[config.mk]
export PLATFORM = sky130hd
export DESIGN_NAME = round_ctrl
export DESIGN_NICKNAME = d
export VERILOG_FILES = /design/src/rtl/game_pkg.sv /design/src/rtl/rate_sched.sv /design/src/rtl/round_ctrl.sv
export SDC_FILE = /design/constraint.sdc
export NUM_CORES = 1
export LEC_CHECK = 0
export ABC_AREA = 1
export CORE_ASPECT_RATIO = 1.75
export CORE_UTILIZATION = 45
export DETAILED_ROUTE_END_ITERATION = 7
export HOLD_SLACK_MARGIN = 0.06
export PLACE_DENSITY = 0.7
export REMOVE_ABC_BUFFERS = 1
export SLEW_MARGIN = 0
export SYNTH_ARGS = -nofsm -noshare
export SYNTH_HDL_FRONTEND = slang
export SYNTH_SLANG_ARGS = --single-unit
export TNS_END_PERCENT = 30
[constraint.sdc]
create_clock -name clk -period 4.2 [get_ports clk]
set_input_delay 0.63 -clock clk [delete_from_list [all_inputs] [get_ports clk]]
set_output_delay 0.63 -clock clk [all_outputs]
set_load 0.03 [all_outputs]
[src/rtl/game_pkg.sv]
// Shared game definitions: round states, bus widths and default timing constants
// used by the round sequencer, health counter and display blocks.
package game_pkg;

   localparam int unsigned HEALTH_W  = 7;
   localparam int unsigned RATE_W    = 27;
   localparam int unsigned SCORE_W   = 14;
   localparam int unsigned LEVEL_W   = 4;
   localparam int unsigned SCORE_MAX = 9999;

   localparam int unsigned DEF_BASE_RATE = 50_000_000;
   localparam int unsigned DEF_RATE_STEP = 4_000_000;
   localparam int unsigned DEF_MIN_RATE  = 10_000_000;

   typedef enum logic [2:0] {
      IDLE,
      ARM,
      PLAY,
      REWARD,
      OVER
   } round_state_t;

endpackage

[src/rtl/rate_sched.sv]
// Level-to-drain-rate scheduler: health_rate = max(BASE - level*STEP, MIN), registered.
module rate_sched
   import game_pkg::*;
#(
   parameter int unsigned BASE_RATE = DEF_BASE_RATE,
   parameter int unsigned RATE_STEP = DEF_RATE_STEP,
   parameter int unsigned MIN_RATE  = DEF_MIN_RATE
)(
   input  logic               clk,
   input  logic               reset,
   input  logic               i_clear,
   input  logic [LEVEL_W-1:0] i_level,
   output logic [RATE_W-1:0]  o_rate
);

   localparam logic [27:0] BASE28 = 28'(BASE_RATE);
   localparam logic [27:0] STEP28 = 28'(RATE_STEP);
   localparam logic [27:0] MIN28  = 28'(MIN_RATE);

   logic [27:0]       w_product;
   logic [27:0]       w_diff;
   logic [RATE_W-1:0] w_rate;

   // One spare bit above the rate width: a subtraction that goes below zero
   // wraps with bit 27 set and is caught by the clamp instead of aliasing.
   always_comb begin
      // NOTE: every always_comb output is assigned up front so no path can infer a latch.
      w_rate    = RATE_W'(MIN_RATE);
      w_product = 28'(i_level) * STEP28;
      w_diff    = BASE28 - w_product;
      if (!w_diff[27] && (w_diff >= MIN28)) begin
         w_rate = w_diff[RATE_W-1:0];
      end
   end

   always_ff @(posedge clk or negedge reset) begin
      if (!reset) begin
         o_rate <= RATE_W'(BASE_RATE);
      end else if (i_clear) begin
         o_rate <= RATE_W'(BASE_RATE);
      end else begin
         o_rate <= w_rate;
      end
   end

endmodule

[src/rtl/round_ctrl.sv]
// Game-round sequencer: start/play/reward/over flow, scoring, levelling, and
// the control side (rate, add, restart) of the downstream health counter.
module round_ctrl
   import game_pkg::*;
#(
   parameter int unsigned BASE_RATE  = DEF_BASE_RATE,
   parameter int unsigned RATE_STEP  = DEF_RATE_STEP,
   parameter int unsigned MIN_RATE   = DEF_MIN_RATE,
   parameter int unsigned LEVEL_UP   = 5,
   parameter int unsigned MAX_LEVEL  = 9,
   parameter int unsigned REWARD_HP  = 3,
   parameter int unsigned MAX_HEALTH = 99
)(
   input  logic                clk,
   input  logic                reset,
   input  logic                start,
   input  logic                answer_valid,
   input  logic                answer_correct,
   input  logic [HEALTH_W-1:0] current_health,
   input  logic                no_health,
   output logic [RATE_W-1:0]   health_rate,
   output logic                add_health,
   output logic                health_rst_n,
   output logic [LEVEL_W-1:0]  level,
   output logic [SCORE_W-1:0]  score,
   output logic                playing,
   output logic                game_over
);

   localparam int CNT_W = $clog2(LEVEL_UP + 1);
   localparam int RWD_W = $clog2(REWARD_HP + 1);

   round_state_t       r_state;
   logic [CNT_W-1:0]   r_correct_cnt;
   logic [RWD_W-1:0]   r_reward_cnt;

   logic               w_correct;
   logic [CNT_W-1:0]   w_cnt_inc;
   logic               w_level_up;
   logic [LEVEL_W-1:0] w_level_inc;
   logic [SCORE_W-1:0] w_score_inc;
   logic [HEALTH_W:0]  w_hp_ahead;
   logic               w_hp_room;
   logic               w_rate_clear;

   assign w_correct    = answer_valid & answer_correct;
   assign w_cnt_inc    = r_correct_cnt + 1'b1;
   assign w_level_up   = (w_cnt_inc == CNT_W'(LEVEL_UP));
   assign w_level_inc  = (level >= LEVEL_W'(MAX_LEVEL)) ? level : level + 1'b1;
   assign w_score_inc  = (score >= SCORE_W'(SCORE_MAX)) ? score : score + 1'b1;
   assign w_rate_clear = (r_state == ARM);

   // add_health is registered, so the HP it grants lands one cycle late; count
   // the increment already in flight so the counter never overshoots the cap.
   assign w_hp_ahead = {1'b0, current_health} + {{HEALTH_W{1'b0}}, add_health};
   assign w_hp_room  = (w_hp_ahead < (HEALTH_W + 1)'(MAX_HEALTH));

   rate_sched #(
      .BASE_RATE (BASE_RATE),
      .RATE_STEP (RATE_STEP),
      .MIN_RATE  (MIN_RATE)
   ) u_rate_sched (
      .clk     (clk),
      .reset   (reset),
      .i_clear (w_rate_clear),
      .i_level (level),
      .o_rate  (health_rate)
   );

   // Each branch sets the outputs for the state being entered, so every
   // output is a plain flop that matches the registered state.
   always_ff @(posedge clk or negedge reset) begin
      if (!reset) begin
         r_state       <= IDLE;
         r_correct_cnt <= '0;
         r_reward_cnt  <= '0;
         level         <= '0;
         score         <= '0;
         add_health    <= 1'b0;
         health_rst_n  <= 1'b0;
         playing       <= 1'b0;
         game_over     <= 1'b0;
      end else begin
         // NOTE: state and counters use non-blocking assignments so all flops
         // update together from the values seen before this edge.
         case (r_state)
            IDLE: begin
               add_health   <= 1'b0;
               health_rst_n <= 1'b0;
               playing      <= 1'b0;
               game_over    <= 1'b0;
               if (start) begin
                  r_state <= ARM;
               end
            end

            ARM: begin
               r_correct_cnt <= '0;
               r_reward_cnt  <= '0;
               level         <= '0;
               score         <= '0;
               add_health    <= 1'b0;
               health_rst_n  <= 1'b1;
               playing       <= 1'b1;
               game_over     <= 1'b0;
               r_state       <= PLAY;
            end

            PLAY: begin
               add_health <= 1'b0;
               if (no_health) begin
                  playing   <= 1'b0;
                  game_over <= 1'b1;
                  r_state   <= OVER;
               end else if (w_correct) begin
                  score        <= w_score_inc;
                  r_reward_cnt <= RWD_W'(REWARD_HP);
                  if (w_level_up) begin
                     r_correct_cnt <= '0;
                     level         <= w_level_inc;
                  end else begin
                     r_correct_cnt <= w_cnt_inc;
                  end
                  r_state <= REWARD;
               end
            end

            REWARD: begin
               if (no_health) begin
                  add_health   <= 1'b0;
                  r_reward_cnt <= '0;
                  playing      <= 1'b0;
                  game_over    <= 1'b1;
                  r_state      <= OVER;
               end else if (r_reward_cnt != '0) begin
                  add_health   <= w_hp_room;
                  r_reward_cnt <= r_reward_cnt - 1'b1;
               end else begin
                  add_health <= 1'b0;
                  r_state    <= PLAY;
               end
            end

            OVER: begin
               add_health <= 1'b0;
               if (start) begin
                  health_rst_n <= 1'b0;
                  game_over    <= 1'b0;
                  r_state      <= ARM;
               end
            end

            default: begin
               add_health   <= 1'b0;
               health_rst_n <= 1'b0;
               playing      <= 1'b0;
               game_over    <= 1'b0;
               r_state      <= IDLE;
            end
         endcase
      end
   end

endmodule

==> After elaboration in Yosys (flattened, before gate mapping) <==
Index checks and enable logic that the tools add are counted.
{ "totals": {"reg_bits": 57, "in_bits": 13} }
{ "op_classes": {"n_eq_ne": 16, "magnitude_cmp": 4, "multipliers": 1, "mux": 35, "bitwise_logic": 3, "n_reduce_logical": 16, "add_sub_neg": 6} }
{ "op_table": {"columns": ["op", "n"], "rows": [
  ["27-bit 2-to-1 mux", 2],
  ["14-bit 2-to-1 mux", 3],
  ["28-bit by 24-bit >= comparator with 1-bit output (second input constant)", 1],
  ["14-bit one-hot mux with 2 select lines", 1],
  ["26-bit by 26-bit subtractor with 27-bit output (first input constant)", 1],
  ["3-bit 2-to-1 mux", 8],
  ["4-bit by 14-bit multiplier with 18-bit output (second input constant)", 1],
  ["4-bit 2-to-1 mux", 4],
  ["14-bit by 1-bit adder with 14-bit output (second input constant)", 1],
  ["14-bit >= comparator (second input constant)", 1],
  ["2-bit inequality test (second input constant)", 6],
  ["3-bit one-hot mux with 4 select lines", 1],
  ["3-bit inequality test (second input constant)", 3],
  ["7-bit by 1-bit adder with 8-bit output", 1],
  ["8-bit by 7-bit less-than comparator with 1-bit output (second input constant)", 1],
  ["2-bit 2-to-1 mux", 4],
  ["4-bit one-hot mux with 2 select lines", 1],
  ["4-bit AND reduction", 2],
  ["3-bit by 2-bit equality test with 1-bit output (second input constant)", 2],
  ["3-bit equality test (second input constant)", 2],
  ["1-bit 2-to-1 mux", 6],
  ["1-bit one-hot mux with 3 select lines", 2],
  ["2-bit one-hot mux with 3 select lines", 1],
  ["3-bit one-hot mux with 2 select lines", 1],
  ["other kinds (18)", 25]
]} }

==> Longest topological paths before layout <==
Gate-level depths: netlist of the first run.
{ "logic_depth": {"ltp_word": 6, "ltp_mapped": 20, "depth_no_buf": 20} }

==> Hierarchy <==
A second synthesis of the first run with hierarchy kept.
{ "unflattened": {"cells_unflattened": 545, "hier_area_um2": 3872.5} }
{ "by_module_without_submodules": {"columns": ["module", "cells_per_inst", "instances", "seq_area_each_um2", "area_per_inst_um2"], "rows": [
  ["round_ctrl", 282, 1, 750.7, 1988.2],
  ["rate_sched", 263, 1, 489.2, 1884.3]
]} }

==> Worst setup path after synthesis of the first run <==
No wires, ideal clock.
{ "synth_timing": {"path_kind": "register to register", "from": "reg level[1]", "to": "reg u_rate_sched.o_rate[12]", "required_ns": 4.120, "path_slack_ns": 0.690, "synth_period_minus_slack_ns": 3.510, "n_path_buf": 0, "setup_time_ns": 0.080, "t_arrival_ns": 3.430, "path_stages_with_launch": 20, "path_cell_list": "dfrtp_1 -> inv_1 -> ha_1 -> fa_1 -> inv_1 -> fa_1 -> inv_1 -> nand2_1 -> nor2_2 -> nand3_1 -> nor2_1 -> nand2_1 -> nand2_1 -> nand2_1 -> nand2_2 -> nor2_2 -> nand2_4 -> nand2_2 -> nor2_4 -> nand2_1"} }
{ "synth_between": {"elab_chain_cells": 6, "word_cells_on_any_way": 7} }
{ "synth_lines": {"columns": ["element", "line_no", "text"], "rows": [
  ["start, declared", "round_ctrl.sv:24", "output logic [LEVEL_W-1:0] level,"],
  ["start signal, assigned", "round_ctrl.sv:120", "level <= w_level_inc;"],
  ["4-bit by 14-bit multiplier with 18-bit output *", "rate_sched.sv:29", "w_product = 28'(i_level) * STEP28;"],
  ["26-bit by 26-bit subtractor with 27-bit output *", "rate_sched.sv:30", "w_diff = BASE28 - w_product;"],
  ["28-bit by 24-bit >= comparator with 1-bit output or 1-bit logical NOT (tied branches)", "rate_sched.sv:31", "if (!w_diff[27] && (w_diff >= MIN28)) begin"],
  ["1-bit logical AND", "rate_sched.sv:31", null],
  ["27-bit 2-to-1 mux *", "rate_sched.sv:31", null],
  ["27-bit 2-to-1 mux *", "rate_sched.sv:39", "end else if (i_clear) begin"],
  ["end signal, assigned", "rate_sched.sv:38", "o_rate <= RATE_W'(BASE_RATE);"],
  ["end signal, assigned", "rate_sched.sv:40", "o_rate <= RATE_W'(BASE_RATE);"],
  ["end signal, assigned", "rate_sched.sv:42", "o_rate <= w_rate;"],
  ["end, declared", "rate_sched.sv:13", "output logic [RATE_W-1:0] o_rate"]
]} }
Mark *: on every way between the ends. The rest lies on a longest branch, timed or not.
A chain may end at the register's enable or synchronous reset.

==> Worst setup path in the final report of the first run <==
{ "layout_timing": {"from": "reg level[1]", "to": "reg u_rate_sched.o_rate[10]"} }
The elaborated chain is that of the path after synthesis.

==> impl_results.md, run 1 <==
- Area Overhead vs Synth: 20.2%
- Crit path arrival time: 3.90 ns
- Dpl cell area: 4230 sq um
- Core ar.: approximately 8000 sq um
- Post-synthesis sequential area ratio: between 30% and 40%
- Worst-Margin Slew: approximately 0.62 ns
- Setup CP Type: reg -> reg
- Worst-path clk slew: ~0.070 ns
- Detail Placement HPWL: between 7000 and 8000 microns
- Clk buf depth: 2
- Max incr delay on CP: roughly 0.61 ns
- Top_reg_cell synth: dfrtp_1
- Hold crit path type: in -> async
- Wire length per cell: 13.9 microns
- GR Overflow Total: 0
- Postcts setup bufs: 0
- Number of port buffers: 53
- Finish-stage setup viols: 0
- RSZ-0062 raised after global routing: false
- Horiz. Die Dim: between 60 and 70 microns
- Hold-fix buffers, CTS: 0
- Pin count of the biggest net entering global routing: 50
- Final Max Tran Viols: 0
- Area occupied by multi-input gates: between 2000 and 2500 sq um
- Worst vdd ir: between 0.2 and 0.3 mV
- Status: finished, final reports clean
- Non-Filler Instances: around 640
- Post-Syn Area per Cell: roughly 7.4 sq um
- Post-Route WL: between 8000 and 9000 microns
- Power Dens Cells: ~620 nW/um^2
- Skew final: between 0.004 and 0.005 ns
- Fmax: about 0.27 GHz
- # nets final: a little under 600
- Drt drc: 0
- CTS tree: yes
- Ranking of synthesized cells by area: dfrtp_1 (26%), nand2_1 (14%), ha_1 (10%), dfstp_2 (7.9%), inv_1 (6.3%)
- Number of synthesized register bits: 49
- Crit path cell chain: inv_1 -> ha_1 -> fa_1 -> inv_1 -> fa_1 -> inv_1 -> nand2_1 -> nor2_2 -> nand3_1 -> nor2_1 -> nand2_1 -> nand3_1 -> nand2_2 -> nor2_2 -> nand2_4 -> nand3_1 -> nand2_1 -> inv_1
- Worst Setup SP: level[1]
- Fin Setup TNS: 0 ns
- Vias/cell: 5.21
- RePlAce Congestion: roughly 0.91
- Post-route ant nets: 0
- Clk root buf: clkbuf_16
- Ports: 62
- Synth warnings: 0
- Worst-Skew Late Latency: 0.30 ns
- Slowest CP cell: dfrtp_1
- Rows: between 40 and 50
- Final Hold Fails: 0
- Top cell type by total area after synthesis: dfrtp_1
- Critical Path Stages: 18
- Leakage: around 2.2 nW
- Cts bufs inserted: 5
- Share of cells above drive strength 1: ~8.4%
- Number of buffers and inverters on the critical path: 4
- CP startpoint kind: flop
- Tmin final: approximately 3.7 ns
- Synth unique cells: 39
- Top delay family on crit path: adder cells
- Post-Synthesis Cells: roughly 500
- Total Power: about 2.7 mW
- Die Height: around 120 microns
- Kind of capture point of the worst setup path: flop
- Synth top area share: 26.2%
- CP Max Fanout: 12
- Gr usage total: 22.8%
- Sink Count: approximately 50
- Die area: 8460 sq um
- Seq. cell area: between 1000 and 1500 sq um
- Initial Util: 46.3%
- Antenna violations before repair: 0
- Post-Route Utilization: between 50% and 60%
- Placed Cells: between 600 and 700
- Via count: 3329
- FFs w/ async S/R, synth: 100%
- # diodes: 0
- Htree depth: 2
- EDFF count, synth: 0
- Maxcap violations: 0
- Finished Cell Area: around 4400 sq um
- Slew Limit Headroom: about three fifths
- Reg2Reg Launch Point: level[1]
- Critical Path RT: approximately 4.4 ns
- Post-Syn Area: 3640 sq um
- Final cycle utilization of the critical path: a little under 90%
- R2r worst-path depth: 18
- Layout filler cell count: 761
- Drt pass-1 iters: 4
- Initial DRC count: between 150 and 200
- First-pass GRT wire length: 15200 microns
- Number of global-route vias before repair: between 3000 and 4000
- Post-CTS resize count: 0
- Most used cell, CP: inv_1
worst paths after layout:
check / to / slack, ns
setup / recovery: u_rate_sched.o_rate[10] / 0.54
hold / removal: add_health / 0.43
setup reg to reg: u_rate_sched.o_rate[10] / 0.54
hold reg to reg: health_rst_n / 0.50
max in group asynchronous: score[7] / 3.35
min in group clk: health_rst_n / 0.50
routing by layer:
layer | GRT usage (%) | part of all wire [%]
met2 | 42.2 | 54
met1 | 23.6 | 37
met4 | 15.0 | 6.1
met3 | 3.07 | 2.6
met5 | 0 | 0
state kept, by name, summed over array words and instances (netlist names):
name,count
level,4
add_health,1
r_reward_cnt,2
score,14
playing,1
u_rate_sched.o_rate,19
health_rst_n,1
game_over,1
r_state,3
r_correct_cnt,3
cell usage in the layout (no fill, tap or decap), types with 12 or more instances in the layout:
cell	count
nand3_1	39
o21ai_0	17
ha_1	30
nand2_1	140
a21oi_1	14
xor2_1	12
inv_1	61
clkdlybuf4s50_1	52
nor2_1	45
dfrtp_1	38
report_power, final:
group | internal, mW | total (mW) | switching, mW
Sequential | 0.623 | 0.732 | 0.109
Combinational | 0.534 | 1.58 | 1.05
Clock | 0.222 | 0.404 | 0.182
Total | 1.38 | 2.72 | 1.34
cell usage after synthesis (all sizes together) (2+ instances only):
library cell  instances
nand2               147
dfstp                11
nor3                 11
nand3b                4
dfrtp                38
nor2                 52
nand4                 3
a31oi                 3
a21oi                14
xor2                 12
o21ai                19
ha                   30
o31ai                10
nand3                41
buf                  12
nor4                  2
conb                  2
fa                    5
inv                  67
through the flow:
step                setup slack [ns]  hold slack [ns]
floorplan                      0.689            0.334
global placement               0.667            0.465
detailed placement             0.523            0.490
CTS                            0.508            0.459
global route                   0.132            0.490
finish                         0.537            0.427
cell type report:
class / count / share of cell area (%)
timing repair buffer: 55 / 12.4
sequential: 49 / 28.4
clock inverter: 3 / 0.458
clock buffer: 5 / 2.86
multi-input combinational: 370 / 47.6
inverter: 67 / 5.75
tap: 90 / 2.58
cells by family (layout without fill, tap and decap cells):
kind of cell | count (synthesis) | after routing | synth area share, %
fa+ha+maj | 35 | 35 | 13.1
xor+xnor | 13 | 13 | 3.13
compound gates | 53 | 53 | 8.74
simple gates | 260 | 260 | 31.3
other cells | 2 | 9 | 0.207
buf+inv | 80 | 130 | 9.39
flops | 49 | 49 | 34.1
Power figures use the tool's default switching activity.
==> inputs of run 2 (changes only) <==
--- a/config.mk
+++ b/config.mk
@@ -9,8 +9,8 @@
 export CORE_ASPECT_RATIO = 1.75
 export CORE_UTILIZATION = 45
 export DETAILED_ROUTE_END_ITERATION = 7
-export HOLD_SLACK_MARGIN = 0.06
-export PLACE_DENSITY = 0.7
+export HOLD_SLACK_MARGIN = 0.03
+export PLACE_DENSITY_LB_ADDON = 0.08
 export REMOVE_ABC_BUFFERS = 1
 export SLEW_MARGIN = 0
 export SYNTH_ARGS = -nofsm -noshare
==> impl_results.md, run 2 (same netlist as run 1, synthesis figures left out) <==
- Number of global-route vias before repair: 3206 (-5.3%)
- Share of cells above drive strength 1: 8.38% (unchanged)
- Antenna violations before repair: 0 (unchanged)
- Post-Route WL: 8810 microns (-0.58%)
- Drt drc: 0 (unchanged)
- Metal-1 WL: 3300 microns (about the same)
- Number of port buffers: 53 (unchanged)
- Worst vdd ir: 0.332 mV (+23%)
- Pin count of the biggest net entering global routing: 50 (unchanged)
- Area occupied by multi-input gates: 2080 sq um (unchanged)
- Fmax: 0.275 GHz (+0.81%)
- Gr usage total: 22.1% (-0.76 points)
- Slowest CP cell: dfrtp_1
- CP Max Fanout: 12 (unchanged)
- R2r worst-path depth: 19 (+1)
- Final hold slack: 0.476 ns (+0.0487 ns)
- Leakage: 2.17 nW (+0.34%)
- RePlAce Congestion: 0.897 (-1.1%)
- Worst-path clk slew: 0.07 ns (about the same)
- Core ar.: 7860 sq um (unchanged)
- Finish-stage setup viols: 0 (unchanged)
- Postcts setup bufs: 0 (unchanged)
- Most frequent cells in the layout: nand2_1 (140), inv_1 (61), clkdlybuf4s50_1 (52), nor2_1 (45), nand3_1 (39)
- Final Hold Fails: 0 (unchanged)
- Most common cell after layout, fill and taps aside: nand2_1
- Max incr delay on CP: 0.61 ns (about the same)
- Skew final: 0.00449 ns (+0.0000196 ns)
- Initial DRC count: 158 (-11%)
- CP startpoint kind: flop
- Final cycle utilization of the critical path: 86.5% (-0.70 points)
- Final Max Tran Viols: 0 (unchanged)
- Maxcap violations: 0 (unchanged)
- Sequential share of power: 26.1% (-0.8 points)
- Clock share of power: 16.3% (+1.5 points)
- Status: finished, final reports clean
- Post-CTS resize count: 0 (unchanged)
- Critical Path RT: 4.42 ns (about the same)
- Met2 wire len: 5060 microns (+5.4%)
- Post-Route Utilization: 56.0% (+0.33 points)
- Max reg flops: 19 (unchanged)
- Combinational power share: 57.6% (-0.6 points)
- Layout filler cell count: 778 (+2.2%)
- GR Overflow Total: 0 (unchanged)
- Fin Setup TNS: 0 ns (unchanged)
- Die Height: 121 microns (unchanged)
- Kind of capture point of the worst setup path: flop
- Htree depth: 2 (unchanged)
- Hold crit path type: reg -> reg
- Detail Placement HPWL: 6990 microns (-1.0%)
- Wire length per cell: 13.8 microns (-0.58%)
- Slew Limit Headroom: 27.9% (-31 points)
- Most used cell, CP: nand2_1
- Worst-Skew Late Latency: 0.29 ns (about the same)
- Crit path arrival time: 3.86 ns (-0.04 ns)
- Top flop regs: u_rate_sched.o_rate: 19 flops, score: 14 flops, level: 4 flops
- # nets final: 596 (unchanged)
- Cell-internal power: 1.43 mW (+3.9%)
- # diodes: 0 (unchanged)
- Cts bufs inserted: 5 (unchanged)
- Top sig layer: met4
- Dpl ws: 0.574 ns (+0.0515 ns)
- Setup CP Type: reg -> reg
- Ports: 62 (unchanged)
- Initial Util: 46.3% (unchanged)
- Worst-Margin Slew: 1.08 ns (+0.460 ns)
- Area Overhead vs Synth: 20.9%
- P_sw: 1.35 mW (+0.36%)
- Die area: 8460 sq um (unchanged)
- Hold-fix buffers, CTS: 0 (unchanged)
- Via count: 3264 (-2.0%)
- Seq. cell area: 1240 sq um (unchanged)
- Post-route ant nets: 0 (unchanged)
- Vias/cell: 5.11 (-2.0%)
- Tmin final: 3.63 ns (-0.0296 ns)
- Top reg by flops: u_rate_sched.o_rate
- Rows: 43 (unchanged)
- Fin worst setup slack: 0.566 ns (+0.0296 ns)
- Drt pass-1 iters: 6 (+2)
- Crit path cell chain: inv_1 -> ha_1 -> fa_1 -> inv_1 -> fa_1 -> inv_1 -> nand2_1 -> nor2_2 -> nand3_1 -> nor2_1 -> nand2_1 -> nand2_1 -> nand2_1 -> nand2_2 -> nor2_2 -> nand2_4 -> nand2_2 -> nor2_4 -> nand2_1
- First-pass GRT wire length: 14700 microns (-3.1%)
- RSZ-0062 raised after global routing: false
- Clk root buf: clkbuf_16
- Power Dens Cells: 632 nW/um^2 (+1.5%)
- Horiz. Die Dim: 70.0 microns (unchanged)
- WL met3: 201 microns (-12%)
- Sink Count: 49 (unchanged)
- CTS tree: yes
- Worst hold stages: 2
- Clk buf depth: 2 (unchanged)
- Sw frac: 48.4% (-0.86 points)
-- run 2: changes by cell type in the layout (fill, tap and decap cells not counted) --
cell	before	now
clkinvlp_4	0	1
inv_4	1	0
clkbuf_8	0	1
clkbuf_16	5	6
clkinv_2	1	0
inv_6	1	0
-- run 2: power groups by stage --
stage               clock [mW]  sequential, mW  combinational, mW
floorplan                    0           0.904              0.933
global placement             0           0.733               1.58
detailed placement           0           0.736               1.60
CTS                      0.462           0.728               1.61
global route             0.476           0.741               1.78
finish                   0.452           0.725               1.60
-- run 2: routing by layer --
metal / up-vias / GRT usage [%]
met5: - / 0
met4: 0 / 9.25
met3: 16 / 2.24
met2: 55 / 45.3
met1: 1523 / 21.5
li1: 1670 / -
-- run 2: through the flow --
stage / std cells / area, sq um / power, mW
after floorplan: 486 / 3570 / 1.84
after global placement: 631 / 4230 / 2.32
after detailed placement: 631 / 4230 / 2.33
after CTS: 639 / 4400 / 2.79
after global routing: 639 / 4400 / 3.00
final: 639 / 4400 / 2.78
-- run 2: worst paths after layout --
| kind | startpoint | endpoint | slack (ns) |
|---|---|---|---|
| min | health_rst_n | health_rst_n | 0.48 |
| min reg2reg | health_rst_n | health_rst_n | 0.48 |
| max in group asynchronous | reset | u_rate_sched.o_rate[26] | 2.99 |
| max | level[1] | u_rate_sched.o_rate[15] | 0.57 |
| min in group asynchronous | reset | add_health | 0.54 |
| max reg2reg | level[1] | u_rate_sched.o_rate[15] | 0.57 |
-- run 2: critical path, delay by kind of cell (launching register included) --
kind	cells	cell delay, ns
fa+ha+maj	3	1.41
simple gates	13	1.14
flops	1	0.61
buf+inv	3	0.40
-- run 2: cell type report --
| cell class | instances | share of cell area (%) |
|---|---|---|
| Clock buffer | 7 | 3.73 |
| Clock inverter | 1 | 0.171 |
| Inverter | 67 | 5.72 |
| Multi-Input combinational cell | 370 | 47.3 |
| Sequential cell | 49 | 28.2 |
| Tap cell | 90 | 2.56 |
| Timing Repair Buffer | 55 | 12.3 |
==> inputs of run 3 (changes only) <==
--- a/config.mk
+++ b/config.mk
@@ -6,6 +6,7 @@
 export NUM_CORES = 1
 export LEC_CHECK = 0
 export ABC_AREA = 1
+export CAP_MARGIN = 20
 export CORE_ASPECT_RATIO = 1.75
 export CORE_UTILIZATION = 45
 export DETAILED_ROUTE_END_ITERATION = 7
==> impl_results.md, run 3 (same netlist as run 1, synthesis figures left out) <==
- Status: finished, final reports clean
- Finished Cell Area: 4420 sq um (+0.46%)
- Setup CP Type: reg -> reg
- Crit path arrival time: 3.81 ns (-0.05 ns)
- Cts bufs inserted: 5 (unchanged)
- Via count: 3272 (+0.25%)
- Final Max Tran Viols: 0 (unchanged)
- RePlAce Congestion: 0.897 (unchanged)
- # nets final: 597 (+0.17%)
- Worst-Skew Late Latency: 0.29 ns (about the same)
- CP Max Fanout: 12 (unchanged)
- Slowest CP cell: dfrtp_1
- Final Hold Fails: 0 (unchanged)
- Worst-path clk slew: 0.07 ns (about the same)
- Drt pass-1 iters: 6 (unchanged)
- Post-route ant nets: 0 (unchanged)
- Maxcap violations: 0 (unchanged)
- RSZ-0062 raised after global routing: false
- Sink Count: 49 (unchanged)
- Gr usage total: 22.1% (unchanged)
- Most used cell, CP: inv_1
- Die Height: 121 microns (unchanged)
- Power Dens Cells: 630 nW/um^2 (-0.32%)
- Hold-fix buffers, CTS: 0 (unchanged)
- Postcts setup bufs: 0 (unchanged)
- Most common cell after layout, fill and taps aside: nand2_1
- Total Power: 2.78 mW (+0.13%)
- Share of cells above drive strength 1: 8.55% (+0.17 points)
- Detail Placement HPWL: 6990 microns (unchanged)
- Post-CTS resize count: 0 (unchanged)
- Layout filler cell count: 780 (+0.26%)
- Fmax: 0.275 GHz (about the same)
- Initial Util: 46.3% (unchanged)
- Clk root buf: clkbuf_16
- GR Overflow Total: 0 (unchanged)
- Crit path cell chain: inv_1 -> ha_1 -> fa_1 -> inv_1 -> fa_1 -> inv_1 -> nand2_1 -> nor2_2 -> nand3_1 -> nor2_1 -> nand2_1 -> nand3_1 -> nand2_2 -> nor2_2 -> nand2_4 -> nand3_2 -> nor2_1
- Ports: 62 (unchanged)
- Max reg flops: 19 (unchanged)
- Fin Setup TNS: 0 ns (unchanged)
- Number of port buffers: 53 (unchanged)
- Rows: 43 (unchanged)
- Antenna violations before repair: 0 (unchanged)
- Most frequent cells in the layout: nand2_1 (140), inv_1 (61), clkdlybuf4s50_1 (52), nor2_1 (45), nand3_1 (39)
- Leakage: 2.18 nW (+0.43%)
- Tmin final: 3.63 ns (+0.000583 ns)
- Area Overhead vs Synth: 21.5%
- Wire length per cell: 13.8 microns (+0.24%)
- Hold crit path type: in -> async
- Drt drc: 0 (unchanged)
- Skew final: 0.00343 ns (-0.00106 ns)
- CTS tree: yes
- Clk buf depth: 2 (unchanged)
- Worst vdd ir: 0.331 mV (-0.33%)
- Initial DRC count: 128 (-19%)
- Top reg by flops: u_rate_sched.o_rate
- Post-Route WL: 8850 microns (+0.40%)
- Kind of capture point of the worst setup path: flop
- Die area: 8460 sq um (unchanged)
- Worst-Margin Slew: 0.556 ns (-0.525 ns)
- CP startpoint kind: flop
- Core ar.: 7860 sq um (unchanged)
- Top flop regs: u_rate_sched.o_rate: 19 flops, score: 14 flops, level: 4 flops
- Pin count of the biggest net entering global routing: 50 (unchanged)
- Horiz. Die Dim: 70.0 microns (unchanged)
- First-pass GRT wire length: 14700 microns (unchanged)
- Slew Limit Headroom: 62.9% (+35 points)
- Dpl cell area: 4230 sq um (unchanged)
- Finish-stage setup viols: 0 (unchanged)
- Htree depth: 2 (unchanged)
- Final cycle utilization of the critical path: 86.5% (about the same)
- Number of global-route vias before repair: 3206 (unchanged)
- # diodes: 0 (unchanged)
- Vias/cell: 5.11 (about the same)
- Max incr delay on CP: 0.61 ns (about the same)
- Critical Path RT: 4.38 ns (-0.04 ns)
==> run 3: layer usage <==
| metal | share of wire [%] | wire length (microns) | GRT usage, % | up-vias |
|---|---|---|---|---|
| met5 | 0 | 0 | 0 | - |
| met3 | 2.3 | 201 | 2.24 | 16 |
| met4 | 2.9 | 255 | 9.25 | 0 |
| met1 | 37 | 3290 | 21.5 | 1528 |
| li1 | - | - | - | 1672 |
| met2 | 58 | 5100 | 45.3 | 56 |
==> run 3: per-stage QoR <==
step / hold WS, ns / util [%] / cells / setup slack, ns
2_1_floorplan: 0.334 / - / 486 / 0.689
3_3_place_gp: 0.459 / 53.8 / 631 / 0.655
4_1_cts: 0.483 / 56.0 / 639 / 0.533
5_1_grt: 0.245 / 56.2 / 640 / 0.195
6_report: 0.224 / 56.2 / 640 / 0.566
3_5_place_dp: 0.467 / 53.8 / 631 / 0.574
==> run 3: critical path, delay by kind of cell (launching register included) <==
| kind | cells | cell delay [ns] |
|---|---|---|
| fa+ha+maj | 3 | 1.41 |
| buf+inv | 3 | 0.40 |
| flops | 1 | 0.61 |
| simple gates | 11 | 1.10 |
==> run 3: power breakdown <==
group	total (mW)	switching, mW	internal, mW
registers	0.726	0.103	0.623
clock network	0.451	0.178	0.273
logic	1.60	1.07	0.538
==> run 3: final cells by class <==
| class | instances | area [sq um] | area share [%] |
|---|---|---|---|
| Clock buffer | 7 | 164 | 3.71 |
| Clock inverter | 1 | 7.51 | 0.170 |
| Inverter | 67 | 251 | 5.69 |
| Multi-Input combinational cell | 370 | 2080 | 47.1 |
| Sequential cell | 49 | 1240 | 28.1 |
| Tap cell | 90 | 113 | 2.55 |
| Timing Repair Buffer | 56 | 561 | 12.7 |
==> run 3: worst paths after layout <==
check,startpoint,end,slack (ns),cells past startpoint
max reg2reg,level[1],u_rate_sched.o_rate[8],0.57,17
min in group clk,health_rst_n,health_rst_n,0.48,2
max,level[1],u_rate_sched.o_rate[8],0.57,17
max in group asynchronous,reset,u_rate_sched.o_rate[14],3.41,2
min,reset,playing,0.22,1
min reg2reg,health_rst_n,health_rst_n,0.48,2
==> edit 1, RTL diff (flow settings as in run 1) <==
Register the inputs `start`, `answer_valid`, `answer_correct`, `current_health` and `no_health` before use, without a reset. The logic sees them one clock later.
--- a/src/rtl/round_ctrl.sv
+++ b/src/rtl/round_ctrl.sv
@@ -32,2 +32,16 @@
 
+   logic start_q;
+   logic answer_valid_q;
+   logic answer_correct_q;
+   logic [HEALTH_W-1:0] current_health_q;
+   logic no_health_q;
+
+   always_ff @(posedge clk) begin
+      start_q          <= start;
+      answer_valid_q   <= answer_valid;
+      answer_correct_q <= answer_correct;
+      current_health_q <= current_health;
+      no_health_q      <= no_health;
+   end
+
    round_state_t       r_state;
@@ -45,3 +59,3 @@
 
-   assign w_correct    = answer_valid & answer_correct;
+   assign w_correct    = answer_valid_q & answer_correct_q;
    assign w_cnt_inc    = r_correct_cnt + 1'b1;
@@ -54,3 +68,3 @@
    // the increment already in flight so the counter never overshoots the cap.
-   assign w_hp_ahead = {1'b0, current_health} + {{HEALTH_W{1'b0}}, add_health};
+   assign w_hp_ahead = {1'b0, current_health_q} + {{HEALTH_W{1'b0}}, add_health};
    assign w_hp_room  = (w_hp_ahead < (HEALTH_W + 1)'(MAX_HEALTH));
@@ -91,3 +105,3 @@
                game_over    <= 1'b0;
-               if (start) begin
+               if (start_q) begin
                   r_state <= ARM;
@@ -110,3 +124,3 @@
                add_health <= 1'b0;
-               if (no_health) begin
+               if (no_health_q) begin
                   playing   <= 1'b0;
@@ -128,3 +142,3 @@
             REWARD: begin
-               if (no_health) begin
+               if (no_health_q) begin
                   add_health   <= 1'b0;
@@ -145,3 +159,3 @@
                add_health <= 1'b0;
-               if (start) begin
+               if (start_q) begin
                   health_rst_n <= 1'b0;
Function: changed (a bounded check fails within 4 cycles, from zero or initial values and one cycle with reset low).
==> edit 1 against run 1 <==
Sequential share of layout area grew 2.0 points. Setup slack lost 0.071 ns. Area after synthesis grew 7.4%. Power grew 21%. Cell count grew 7.2%. Routed wire length grew 2.8%. First-iteration DRC count grew 22%. Sequential cell count grew 11. Design area grew 10%. Critical path type unchanged. Largest cell class unchanged.
==> edit 1: results (changes against run 1) <==
metric;value;unit;change
grt_use_met1;24.6;%;+1.1 points
synth_ff_type;dfrtp_1;;
first_global_vias;3499;;+3.3%
avgViaCountPerCell;4.94;;-5.2%
use_met3;4.83;%;+1.8 points
synth_common_cells;139 x nand2_1, 58 x inv_1, 46 x nor2_1, 38 x dfrtp_1, 38 x nand3_1;;
vdd_drop_max;0.438;mV;+63%
ys_async_sr_fraction;81.7;%;-18 points
rr_worst_depth;19;;+1
clk_pin_slew_worst_paths;0.05;ns;-0.02 ns
drt_iter0_drc;218;;+22%
routabilityCongestion;0.946;;+4.2%
outcome;completed;;
crit_end;u_rate_sched.o_rate[15]$_DFF_PN1_;;
fin_skew;0.00502;ns;+0.000548 ns
grt_pass1_wl;16000;um;+5.1%
top_regs;u_rate_sched.o_rate (19), score (14), current_health_q (7);;
layout-drive-gt1-share;10.7;%;+2.3 points
hold_depth;2;;
p_leak;0.00238;uW;+9.9%
hold_path.class;flop to flop;;
holdWs;0.477;ns;+0.0501 ns
finalWirelength;9120;um;+2.8%
nNetsFinal;613;;+2.9%
min_from;health_rst_n$_DFFE_PN0P_;;
cpPeakStageDelay;0.59;ns;-0.02 ns
place_hpwl;7130;um;+0.81%
h-tree-depth;3;;+1
gr-usage-met2;39.9;%;-2.3 points
synth_area_leaders;dfrtp_1 24%, nand2_1 13%, ha_1 9.6%;;
r2r_slack;0.47;ns;-0.07 ns
cts_buffers;9;;+4
worst_pin_slew;1.09;ns;+0.466 ns
clk_latency;0.33;ns;+0.03 ns
[edit 1: cell count changes in the layout (fill, tap and decap cells not counted), sizes merged, moves of 2 or more]
| cell | run 1 | this run |
|---|---|---|
| dfxtp | 0 | 11 |
| xor2 | 12 | 8 |
| nand4 | 3 | 7 |
| o21ai | 19 | 21 |
| xnor2 | 1 | 3 |
| nor3 | 11 | 8 |
| o31ai | 10 | 5 |
| clkbuf | 5 | 12 |
| a21oi | 14 | 16 |
[edit 1: final cells by class]
class                      instances  area share [%]
clock inverter                     4           0.988
multi-input combinational        371            43.7
clock buffer                      12            5.33
inverter                          69            5.54
sequential                        60            30.4
tap                              115            2.99
timing repair buffer              54            11.1
[edit 1: worst min-delay path, stage by stage (launching register included)]
cell     delay [ns]
dfrtp_1        0.34
nand2_1        0.06
nand2_1        0.05
[edit 1: layer usage]
layer / vias to the layer above / share of wire, %
met4: 0 / 3.6
met3: 26 / 3.8
li1: 1718 / -
met1: 1547 / 38
met2: 91 / 54
met5: - / 0
[edit 1: cell families after synthesis]
logic type,Yosys count,share of synthesized area [%]
buffers and inverters,82,9.39
other,2,0.192
flip-flops,60,37.4
adder cells (fa/ha/maj),35,12.2
AND/OR/NAND/NOR,264,30.4
AO/OA/AOI/OAI,52,7.98
XOR/XNOR,11,2.47
[edit 1: report_power, final]
part | internal, uW | leakage [uW] | switching [uW] | total (uW)
logic | 573 | 0.00151 | 1120 | 1700
registers | 735 | 0.000715 | 123 | 858
clock network | 488 | 0.000149 | 248 | 736
[edit 1: per-stage QoR]
step | setup WS, ns | area (sq um) | std cells
6_report | 0.466 | 4810 | 685
3_3_place_gp | 0.632 | 4510 | 669
2_1_floorplan | 0.642 | 3830 | 500
5_1_grt | 0.123 | 4810 | 685
3_5_place_dp | 0.475 | 4510 | 669
4_1_cts | 0.457 | 4810 | 685
==> edit 2, RTL diff (config.mk and constraints of run 1) <==
Without the edit above. Set the package constant `SCORE_MAX` to 8192 (it was 9999).
--- a/src/rtl/game_pkg.sv
+++ b/src/rtl/game_pkg.sv
@@ -8,3 +8,3 @@
    localparam int unsigned LEVEL_W   = 4;
-   localparam int unsigned SCORE_MAX = 9999;
+   localparam int unsigned SCORE_MAX = 8192;
 
Check against the original RTL: same outputs for any inputs over 10 cycles, from zero or initial values and one cycle with reset low; that may be too few to reach the edited logic, so the function may still have changed.
==> edit 2 against run 1 <==
Power grew 10%. Critical endpoint is now u_rate_sched.o_rate[8]$_DFF_PN0_. Setup slack gained 0.25 ns. First-iteration DRC count grew 16%. Routed wire length shrank 2.6%. Maximum frequency grew 7.3%. Die area grew 0.56%. Synthesized cell count shrank 4.9%. Sequential share of layout area shrank 0.40 points. Area after synthesis grew 0.59%. Sequential cell count is the same. Design area grew 1.4%. Count of clock-buffer cells in the layout is the same. Clock skew shrank 0.00083 ns. Via count shrank 3.5%.
==> edit 2: results (changes against run 1) <==
metric;value;unit;change
dp_slack;0.757;ns;+0.235 ns
synth_common_cells;115 x nand2_1, 61 x inv_1, 38 x dfrtp_1, 34 x nand3_1, 32 x nor2_1;;
max_freq;293;MHz;+7.3%
fillers;768;;+0.92%
postSynthAreaPerCell;7.81;sq um;+5.7%
yosysSeqAreaShare;33.9;%;-0.20 points
ctsResizeCount;0;;unchanged
worst_pin_slew;1.10;ns;+0.481 ns
crit_arrival;3.59;ns;-0.31 ns
ys_async_sr_fraction;100;%;unchanged
nNetsFinal;574;;-3.7%
n_antenna_cell;0;;unchanged
yosysWarnings;0;;unchanged
clk_path_buf_depth;2;;unchanged
r2r_slack;0.79;ns;+0.25 ns
cts_setup_buffers;0;;unchanged
synthAdderAreaFrac;12.7;%;-0.42 points
p_int;1530;uW;+11%
worstPathMaxFanout;9;;-3
first_global_vias;3289;;-2.9%
grt_max_degree;50;;unchanged
grt_pass1_wl;14600;um;-4.4%
synth_xor_xnor_area_share;0.718;%;-2.4 points
critPathSlowestCell;fa_1;;
outcome;completed;;
crit_family;adder cells;;
holdWs;0.473;ns;+0.0461 ns
clk_latency;0.29;ns;
dp_cells;610;;-3.3%
p_leak;0.00224;uW;+3.3%
clk_pin_slew_worst_paths;0.07;ns;about the same
layout-drive-gt1-share;14.4;%;+6.0 points
routabilityCongestion;0.890;;-1.9%
fin_skew;0.00364;ns;-0.000832 ns
drt_iter0_drc;207;;+16%
vdd_drop_max;0.452;mV;+68%
multi_input_area;2100;sq um;+0.96%
antenna_found_initial;0;;unchanged
track_usage;21.7;%;-1.1 points
hold_path.class;flop to flop;;
instances_no_fill;618;;-3.3%
dpl_cell_area;4260;sq um;+0.92%
place_hpwl;6920;um;-2.1%
synth_compound_area_share;10.3;%;+1.5 points
dr.pass1.iters;4;;unchanged
wl_per_cell;14.0;um;+0.74%
yosys-mux-area-fraction;0;%;unchanged
cts-root-buf;clkbuf_16;;
top_regs;u_rate_sched.o_rate (19), score (14), level (4);;
num_vias;3213;;-3.5%
synth_ff_type;dfrtp_1;;
synth_area_leaders;dfrtp_1 26%, nand2_1 12%, ha_1 9.9%;;
cts_buffers;5;;unchanged
cpPeakStageDelay;0.55;ns;-0.06 ns
synth_cell_type_count;49;;+26%
portBuffers;53;;unchanged
==> edit 2: cell types whose count changed after synthesis, moves of 6 or more <==
cell and change:
a21oi_1 +6, nand2_1 -25, nand2_2 +9, nor2_1 -13
o31ai_1 -8, xor2_1 -10
==> edit 2: cell families after synthesis <==
group | Yosys count
simple gates | 241
compound gates | 59
other cells | 2
flops | 49
xor+xnor | 3
buf+inv | 80
fa+ha+maj | 34
==> edit 2: power groups by stage <==
stage / sequential [uW] / combinational [uW] / clock (uW)
floorplan: 901 / 1100 / 0
global placement: 709 / 1790 / 0
detailed placement: 713 / 1830 / 0
CTS: 704 / 1840 / 475
global route: 715 / 2030 / 491
finish: 703 / 1830 / 463
==> edit 2: layout make-up <==
type / instances / share of cell area (%)
clock inverters: 3 / 0.988
multi-input cells: 346 / 47.4
well taps: 90 / 2.54
inverters: 68 / 5.76
repair buffers: 57 / 12.5
clock buffers: 5 / 2.82
flip-flops and latches: 49 / 28.0
==> edit 2: path summary, 6_finish.rpt <==
kind,depth (start not counted),from,end
worst max-delay path,16,level[2]$_DFFE_PN0P_,u_rate_sched.o_rate[8]$_DFF_PN0_
worst min-delay path,2,game_over$_DFFE_PN0P_,game_over$_DFFE_PN0P_
worst max register to register,16,level[2]$_DFFE_PN0P_,u_rate_sched.o_rate[8]$_DFF_PN0_
worst min register to register,2,game_over$_DFFE_PN0P_,game_over$_DFFE_PN0P_
max in group asynchronous,1,reset,score[8]$_DFFE_PN0P_
min in group asynchronous,1,reset,r_state[1]$_DFFE_PN0P_
==> edit 2: routing by layer <==
| metal | share of wire, % | track usage, % |
|---|---|---|
| met5 | 0 | 0 |
| met4 | 3.5 | 10.8 |
| met3 | 2.6 | 2.33 |
| met2 | 58 | 44.3 |
| met1 | 36 | 20.6 |
